**config.mk**
```make
export PLATFORM = sky130hd
export DESIGN_NAME = bcm_plane_sequencer
export DESIGN_NICKNAME = d
export VERILOG_FILES = /design/src/rtl/bcm_plane_sequencer_pkg.sv /design/src/rtl/bcm_plane_sequencer_plane_countdown.sv /design/src/rtl/bcm_plane_sequencer.sv
export SDC_FILE = /design/constraint.sdc
export NUM_CORES = 1
export LEC_CHECK = 0
export BUFFER_PORTS_ARGS = -buffer_cell sky130_fd_sc_hd__buf_2
export CORE_AREA = 2 2 67 69
export DETAILED_ROUTE_END_ITERATION = 10
export DIE_AREA = 0 0 69 71
export PLACE_DENSITY = 0.77
export SLEW_MARGIN = 10
export SYNTH_ARGS = -nofsm -noshare
export SYNTH_HDL_FRONTEND = slang
export SYNTH_HIERARCHICAL = 1
export SYNTH_SLANG_ARGS = --single-unit
```
**constraint.sdc**
```tcl
create_clock -name clk_in -period 2.8 [get_ports clk_in]
set_clock_uncertainty 0.15 [all_clocks]
set_input_delay 0.56 -clock clk_in [delete_from_list [all_inputs] [get_ports clk_in]]
set_output_delay 0.56 -clock clk_in [all_outputs]
set_load 0.1 [all_outputs]
```
**src/rtl/bcm_plane_sequencer_pkg.sv**
```systemverilog
// bcm_plane_sequencer_pkg: shared types and parameter checks for the BCM plane sequencer.
// The BLANK state is only reachable when BCM_DEAD_TIME_EN is defined.
package bcm_plane_sequencer_pkg;

    typedef enum logic [2:0] {
        ST_IDLE  = 3'd0,
        ST_LOAD  = 3'd1,
        ST_LATCH = 3'd2,
        ST_SHOW  = 3'd3,
        ST_BLANK = 3'd4
    } state_e;

    // The interval counter must hold base_value << (PLANES-1) without overflow.
    function automatic bit counter_width_ok(input int cw, input int bw, input int planes);
        return cw >= (bw + planes - 1);
    endfunction

endpackage

```
**src/rtl/bcm_plane_sequencer_plane_countdown.sv**
```systemverilog
// bcm_plane_sequencer_plane_countdown: loadable down-counter that stops at zero.
// Used for both the OE on-time and the post-plane blanking interval.
module bcm_plane_sequencer_plane_countdown #(
    parameter int WIDTH = 16
) (
    input  logic             clk_in,
    input  logic             reset,
    input  logic             load_i,
    input  logic [WIDTH-1:0] load_val_i,
    output logic [WIDTH-1:0] count_o,
    output logic             nonzero_o
);

    logic [WIDTH-1:0] count_q;
    logic [WIDTH-1:0] count_d;

    // load takes priority; otherwise count down and hold at zero
    always_comb begin
        count_d = count_q;
        if (load_i) begin
            count_d = load_val_i;
        end else if (count_q != '0) begin
            count_d = count_q - WIDTH'(1);
        end
    end

    // counter register
    always_ff @(posedge clk_in) begin
        if (reset) begin
            count_q <= '0;
        end else begin
            count_q <= count_d;
        end
    end

    assign count_o   = count_q;
    assign nonzero_o = (count_q != '0);

endmodule

```
**src/rtl/bcm_plane_sequencer.sv**
```systemverilog
// bcm_plane_sequencer: BCM bit-plane sequencer for an LED panel.
// For each row it requests plane data from the row shifter, pulses latch, then
// holds OE for base_value << plane cycles. Owns row address, latch and OE.
// Optional macro BCM_DEAD_TIME_EN: inserts a BLANK interval of DEAD_CYCLES
// after every plane; when undefined the next plane starts straight after OE.
module bcm_plane_sequencer
    import bcm_plane_sequencer_pkg::*;
#(
    parameter int PLANES        = 8,
    parameter int ROWS          = 16,
    parameter int BASE_WIDTH    = 8,
    parameter int COUNTER_WIDTH = 16,
    parameter int DEAD_CYCLES   = 2,
    localparam int PLANE_W      = (PLANES > 1) ? $clog2(PLANES) : 1,
    localparam int ROW_W        = (ROWS > 1) ? $clog2(ROWS) : 1
) (
    input  logic                  clk_in,
    input  logic                  reset,
    input  logic                  enable_i,
    input  logic [BASE_WIDTH-1:0] base_value_i,
    output logic                  load_req_o,
    input  logic                  load_done_i,
    output logic [PLANE_W-1:0]    plane_o,
    output logic [ROW_W-1:0]      row_o,
    output logic                  latch_o,
    output logic                  oe_o,
    output logic                  row_done_o,
    output logic                  busy_o
);

`ifdef BCM_DEAD_TIME_EN
    localparam int MIN_DEAD = 1;
    localparam logic [COUNTER_WIDTH-1:0] DEAD_LOAD = COUNTER_WIDTH'(DEAD_CYCLES);
`else
    localparam int MIN_DEAD = 0;
`endif

    localparam logic [PLANE_W-1:0] LAST_PLANE = PLANE_W'(PLANES - 1);
    localparam logic [ROW_W-1:0]   LAST_ROW   = ROW_W'(ROWS - 1);

    if (!counter_width_ok(COUNTER_WIDTH, BASE_WIDTH, PLANES) || (DEAD_CYCLES < MIN_DEAD)) begin : g_param_err
        $error("bcm_plane_sequencer: COUNTER_WIDTH too small or DEAD_CYCLES out of range");
    end

    state_e                 state_q, state_d;
    logic [PLANE_W-1:0]     plane_q, plane_d;
    logic [ROW_W-1:0]       row_q, row_d;
    logic [BASE_WIDTH-1:0]  base_q, base_d;

    logic                     cnt_load;
    logic [COUNTER_WIDTH-1:0] cnt_load_val;
    logic [COUNTER_WIDTH-1:0] cnt_count;
    logic                     cnt_nonzero;
    logic                     cnt_expiring;
    logic [COUNTER_WIDTH-1:0] show_len;
    logic                     end_show;
    logic                     end_plane;
    logic                     row_done;

    bcm_plane_sequencer_plane_countdown #(
        .WIDTH (COUNTER_WIDTH)
    ) u_countdown (
        .clk_in     (clk_in),
        .reset      (reset),
        .load_i     (cnt_load),
        .load_val_i (cnt_load_val),
        .count_o    (cnt_count),
        .nonzero_o  (cnt_nonzero)
    );

    // on-time of the current plane; base_q is zero-extended before shifting
    assign show_len     = COUNTER_WIDTH'(base_q) << plane_q;
    // last cycle of the running interval
    assign cnt_expiring = cnt_nonzero && (cnt_count == COUNTER_WIDTH'(1));

    // state and datapath registers
    always_ff @(posedge clk_in) begin
        if (reset) begin
            state_q <= ST_IDLE;
            plane_q <= '0;
            row_q   <= '0;
            base_q  <= '0;
        end else begin
            state_q <= state_d;
            plane_q <= plane_d;
            row_q   <= row_d;
            base_q  <= base_d;
        end
    end

    // next-state, interval loading and end-of-plane / end-of-row decisions
    always_comb begin
        state_d      = state_q;
        plane_d      = plane_q;
        row_d        = row_q;
        base_d       = base_q;
        cnt_load     = 1'b0;
        cnt_load_val = '0;
        end_show     = 1'b0;
        end_plane    = 1'b0;
        row_done     = 1'b0;

        case (state_q)
            ST_IDLE: begin
                if (enable_i) begin
                    base_d  = base_value_i;
                    plane_d = '0;
                    state_d = ST_LOAD;
                end
            end
            ST_LOAD: begin
                if (load_done_i) begin
                    state_d = ST_LATCH;
                end
            end
            ST_LATCH: begin
                if (show_len != '0) begin
                    cnt_load     = 1'b1;
                    cnt_load_val = show_len;
                    state_d      = ST_SHOW;
                end else begin
                    end_show = 1'b1;
                end
            end
            ST_SHOW: begin
                if (cnt_expiring) begin
                    end_show = 1'b1;
                end
            end
`ifdef BCM_DEAD_TIME_EN
            ST_BLANK: begin
                if (cnt_expiring) begin
                    end_plane = 1'b1;
                end
            end
`endif
            default: begin
                state_d = ST_IDLE;
            end
        endcase

`ifdef BCM_DEAD_TIME_EN
        if (end_show) begin
            cnt_load     = 1'b1;
            cnt_load_val = DEAD_LOAD;
            state_d      = ST_BLANK;
        end
`else
        end_plane = end_show;
`endif

        if (end_plane) begin
            if (plane_q != LAST_PLANE) begin
                plane_d = plane_q + PLANE_W'(1);
                state_d = ST_LOAD;
            end else begin
                row_done = 1'b1;
                row_d    = (row_q == LAST_ROW) ? '0 : row_q + ROW_W'(1);
                plane_d  = '0;
                if (enable_i) begin
                    base_d  = base_value_i;
                    state_d = ST_LOAD;
                end else begin
                    state_d = ST_IDLE;
                end
            end
        end
    end

    assign load_req_o = (state_q == ST_LOAD);
    assign latch_o    = (state_q == ST_LATCH);
    assign oe_o       = (state_q == ST_SHOW);
    assign busy_o     = (state_q != ST_IDLE);
    assign row_done_o = row_done;
    assign plane_o    = plane_q;
    assign row_o      = row_q;

endmodule

```
==> summary.md <==
| Metric | Value |
|---|---|
| Fin worst setup slack | -0.201 ns |
| Pwr per Cell Area | 1080 nW/um^2 |
| Worst path arrival time | 2.29 ns |
| Worst hold slack | 0.347 ns |
| WHS Path Cells | 3 |
| Mean Syn Cell Area | 8.30 um^2 |
| IO Pins | 24 |
| Post-synth top cells | dfxtp_1 (33), nor2_1 (29), nand2_1 (25) |
| Yosys cell types | 57 |
| Clock Sinks | 33 |
| Yosys warnings | 6 |
| Rel. slew slack | 51.9% |
| First-pass GRT wire length | between 9000 and 10,000 um |
| Worst Path Buf+Inv | 2 |
| Routed Antenna Nets | 0 |
| FFs w/ async S/R, synth | 0% |
| Top post-synthesis cells by area | dfxtp_1 (28%), mux2i_1 (8.9%), nor2_1 (4.6%) |
| Diode count | 0 |
| H-tree depth | 2 |
| Die Span Y | 71 um |
| Leakage | 1.13 nW |
| TritonCTS clock tree | built |
| Iter 0 DRT Violations | 113 |
| VDD IR max | 0.000573 V |
| Starting Density | 56.1% |
| Routed via count | roughly 2,300 |
| Crit path depth | 8 |
| Chip Width | 69 um |
| Die area | 4900 um^2 |
| Num CTS Buffers | 5 |
| DPL Wire Length | 4060 um |
| Total gr overflow | 0 |
| Reg2reg path depth | 13 |
| Post-synth top area cell | dfxtp_1 |
| Share of layout cells above drive strength 1 | 31.6% |
| Clock input transition at the sequential cells of the worst setup and hold paths | 0.08 ns |
| Hold WC Path Type | in -> reg |
| DR vias/cell | 6.00 |
| Vias in the first global route | 2,174 |
| Failing checks | setup timing |
| Final Power | 3.11 mW |
| Crit path cell chain | buf_12 -> mux2_4 -> or3_4 -> o32ai_2 -> o211ai_2 -> o22a_2 -> nor2_4 -> buf_12 |
| Slowest cell on crit path | or3_4 |
| DRC | 0 |
| Outcome | complete, but fails checks |
| Setup violators final | 3 |
| I/O Buffers | 23 |
| Final net count | 345 |
| Max-Cap Viols | 0 |
| Startpoint Class | flop |
| Placeable core area | 4200 um^2 |
| RSZ-0062 raised after global routing | yes |
| Worst slew pin tran | 0.716 ns |
| CTS Buffer Depth | 2 |
| Pin count of the biggest net entering global routing | 29 |
| Period utilisation layout | 107% |
| Pins Over Slew Limit | 0 |
| Worst skew pair latency | 0.29 ns |
| Routed WL | roughly 6000 um |
| Synth top area share | 28.0% |
| Sequential fraction of the synthesis area | 28.0% |
| Post-route minimum period | 3.00 ns |
| Overall routing resource usage | approximately a quarter |
| Synthesized flop and latch total | 33 |
| Fmax | 333 MHz |
| Placed Cells | 360 |
| # rows | 24 |
| Count leader, synth | dfxtp_1 |
| Type of the worst setup path | reg -> out |
| Largest stage delay on the critical path | around 0.37 ns |
| Fillers | 345 |
| CP Data Required Time | 2.09 ns |
| CP delay by family, top | compound AO/OA/AOI/OAI gates |
| Synth Flop Type | dfxtp_1 |
| Final Non-Filler Cells | between 300 and 400 |
| Initial antenna violation count | 0 |
| Syn Nets | 304 |
| Number of enable flip-flop cells after synthesis | 0 |
| Clock Tree Root | clkbuf_8 |
| CP Max Fanout | 5 |
| Syn Inst Count | 284 |
| Number of detailed-route iterations in the first pass | 4 |
| CTS Hold Bufs | 0 |
| Storage element area | 673 um^2 |
| Area occupied by multi-input gates | 1650 um^2 |
| Routed WL per cell | 15.8 um |
| Synthesized area | 2360 um^2 |
| Crit end category | output pin |
| Final hold vios | 0 |
| Cell repeated most along the worst path | buf_12 |
| Area grow syn2layout | 21.7% |
| Placer Congestion | 0.915 |
==> cells in the final DEF, fill, tap and decap left out, types with 5 or more instances in the layout <==
master and count:
nand2_1 24, nor2_1 27, ha_1 7, inv_1 14, o21ai_0 9, clkbuf_8 5, nor3_1 10, o21ai_2 10
nand3_1 6, nand4_1 9, mux2i_1 14, buf_2 22, dfxtp_1 29, nand3b_1 7, xor2_1 9, buf_4 20
and3_1 5, a21oi_1 11
==> where the power goes <==
part | switching (mW) | total [mW] | internal [mW]
logic | 1.14 | 1.94 | 0.803
clock network | 0.185 | 0.353 | 0.167
registers | 0.200 | 0.817 | 0.617
==> final cells by class <==
class	count	share of cell area [%]
clock buffers	5	2.40
clock inverters	3	0.436
inverters	16	2.14
multi-input cells	222	57.5
flip-flops and latches	33	23.5
well taps	52	2.27
repair buffers	47	11.7
==> per-stage QoR <==
step	instance area, um^2	utilization [%]	setup TNS (ns)	setup slack (ns)
after floorplan	2400	-	-0.446	-0.352
after global placement	2610	62.1	0	0.0379
after detailed placement	2610	62.1	0	0.00331
after CTS	2780	66.2	-0.167	-0.167
after global routing	2870	68.2	-1.54	-0.266
final	2870	68.2	-0.210	-0.201
==> layer usage <==
metal	vias up	track usage, %	part of all wire, %
li1	1110	-	-
met1	1061	30.6	43
met2	84	42.4	49
met3	13	5.13	5.6
met4	0	5.66	1.6
met5	-	0	0
==> flip-flops by register name, summed over array words and instances (netlist names) <==
signal / flops
base_q: 8
plane_o: 3
row_o: 4
state_q: 2
u_countdown/count_o: 16
==> path summary, 6_finish.rpt <==
| check | from | end | slack [ns] |
|---|---|---|---|
| hold / removal | base_value_i[7] | base_q[7] | 0.35 |
| hold reg to reg | row_o[3] | row_o[3] | 0.37 |
| setup reg to reg | u_countdown/count_o[1] | base_q[5] | -0.01 |
| setup / recovery | plane_o[1] | row_done_o | -0.20 |
==> timing repair <==
item	in CTS	in global routing
pin swaps	4	4
setup buffers	6	6
gates resized for setup	10	13
endpoints found under the setup margin	1	29
==> worst register-to-register path, stage by stage, from the launching register on <==
cell and delay [ns]:
dfxtp_2 0.37, inv_1 0.06, ha_1 0.19, nor3b_1 0.15, nand4_2 0.12, nor4bb_2 0.22, nand4_1 0.23, buf_4 0.22
nor2_2 0.11, o21ai_0 0.14, a221oi_4 0.29, buf_12 0.18, mux2i_1 0.20, nor2_1 0.06
==> cell families after synthesis <==
group / count (synthesis) / share of synthesized area [%]
AO/OA/AOI/OAI: 55 / 17.2
XOR/XNOR: 13 / 4.83
adder cells (fa/ha/maj): 8 / 4.25
buffers and inverters: 29 / 6.85
flip-flops: 33 / 28.0
multiplexers: 24 / 10.4
other: 1 / 0.159
AND/OR/NAND/NOR: 121 / 28.3
No activity file was read; power rests on OpenSTA's default activity.
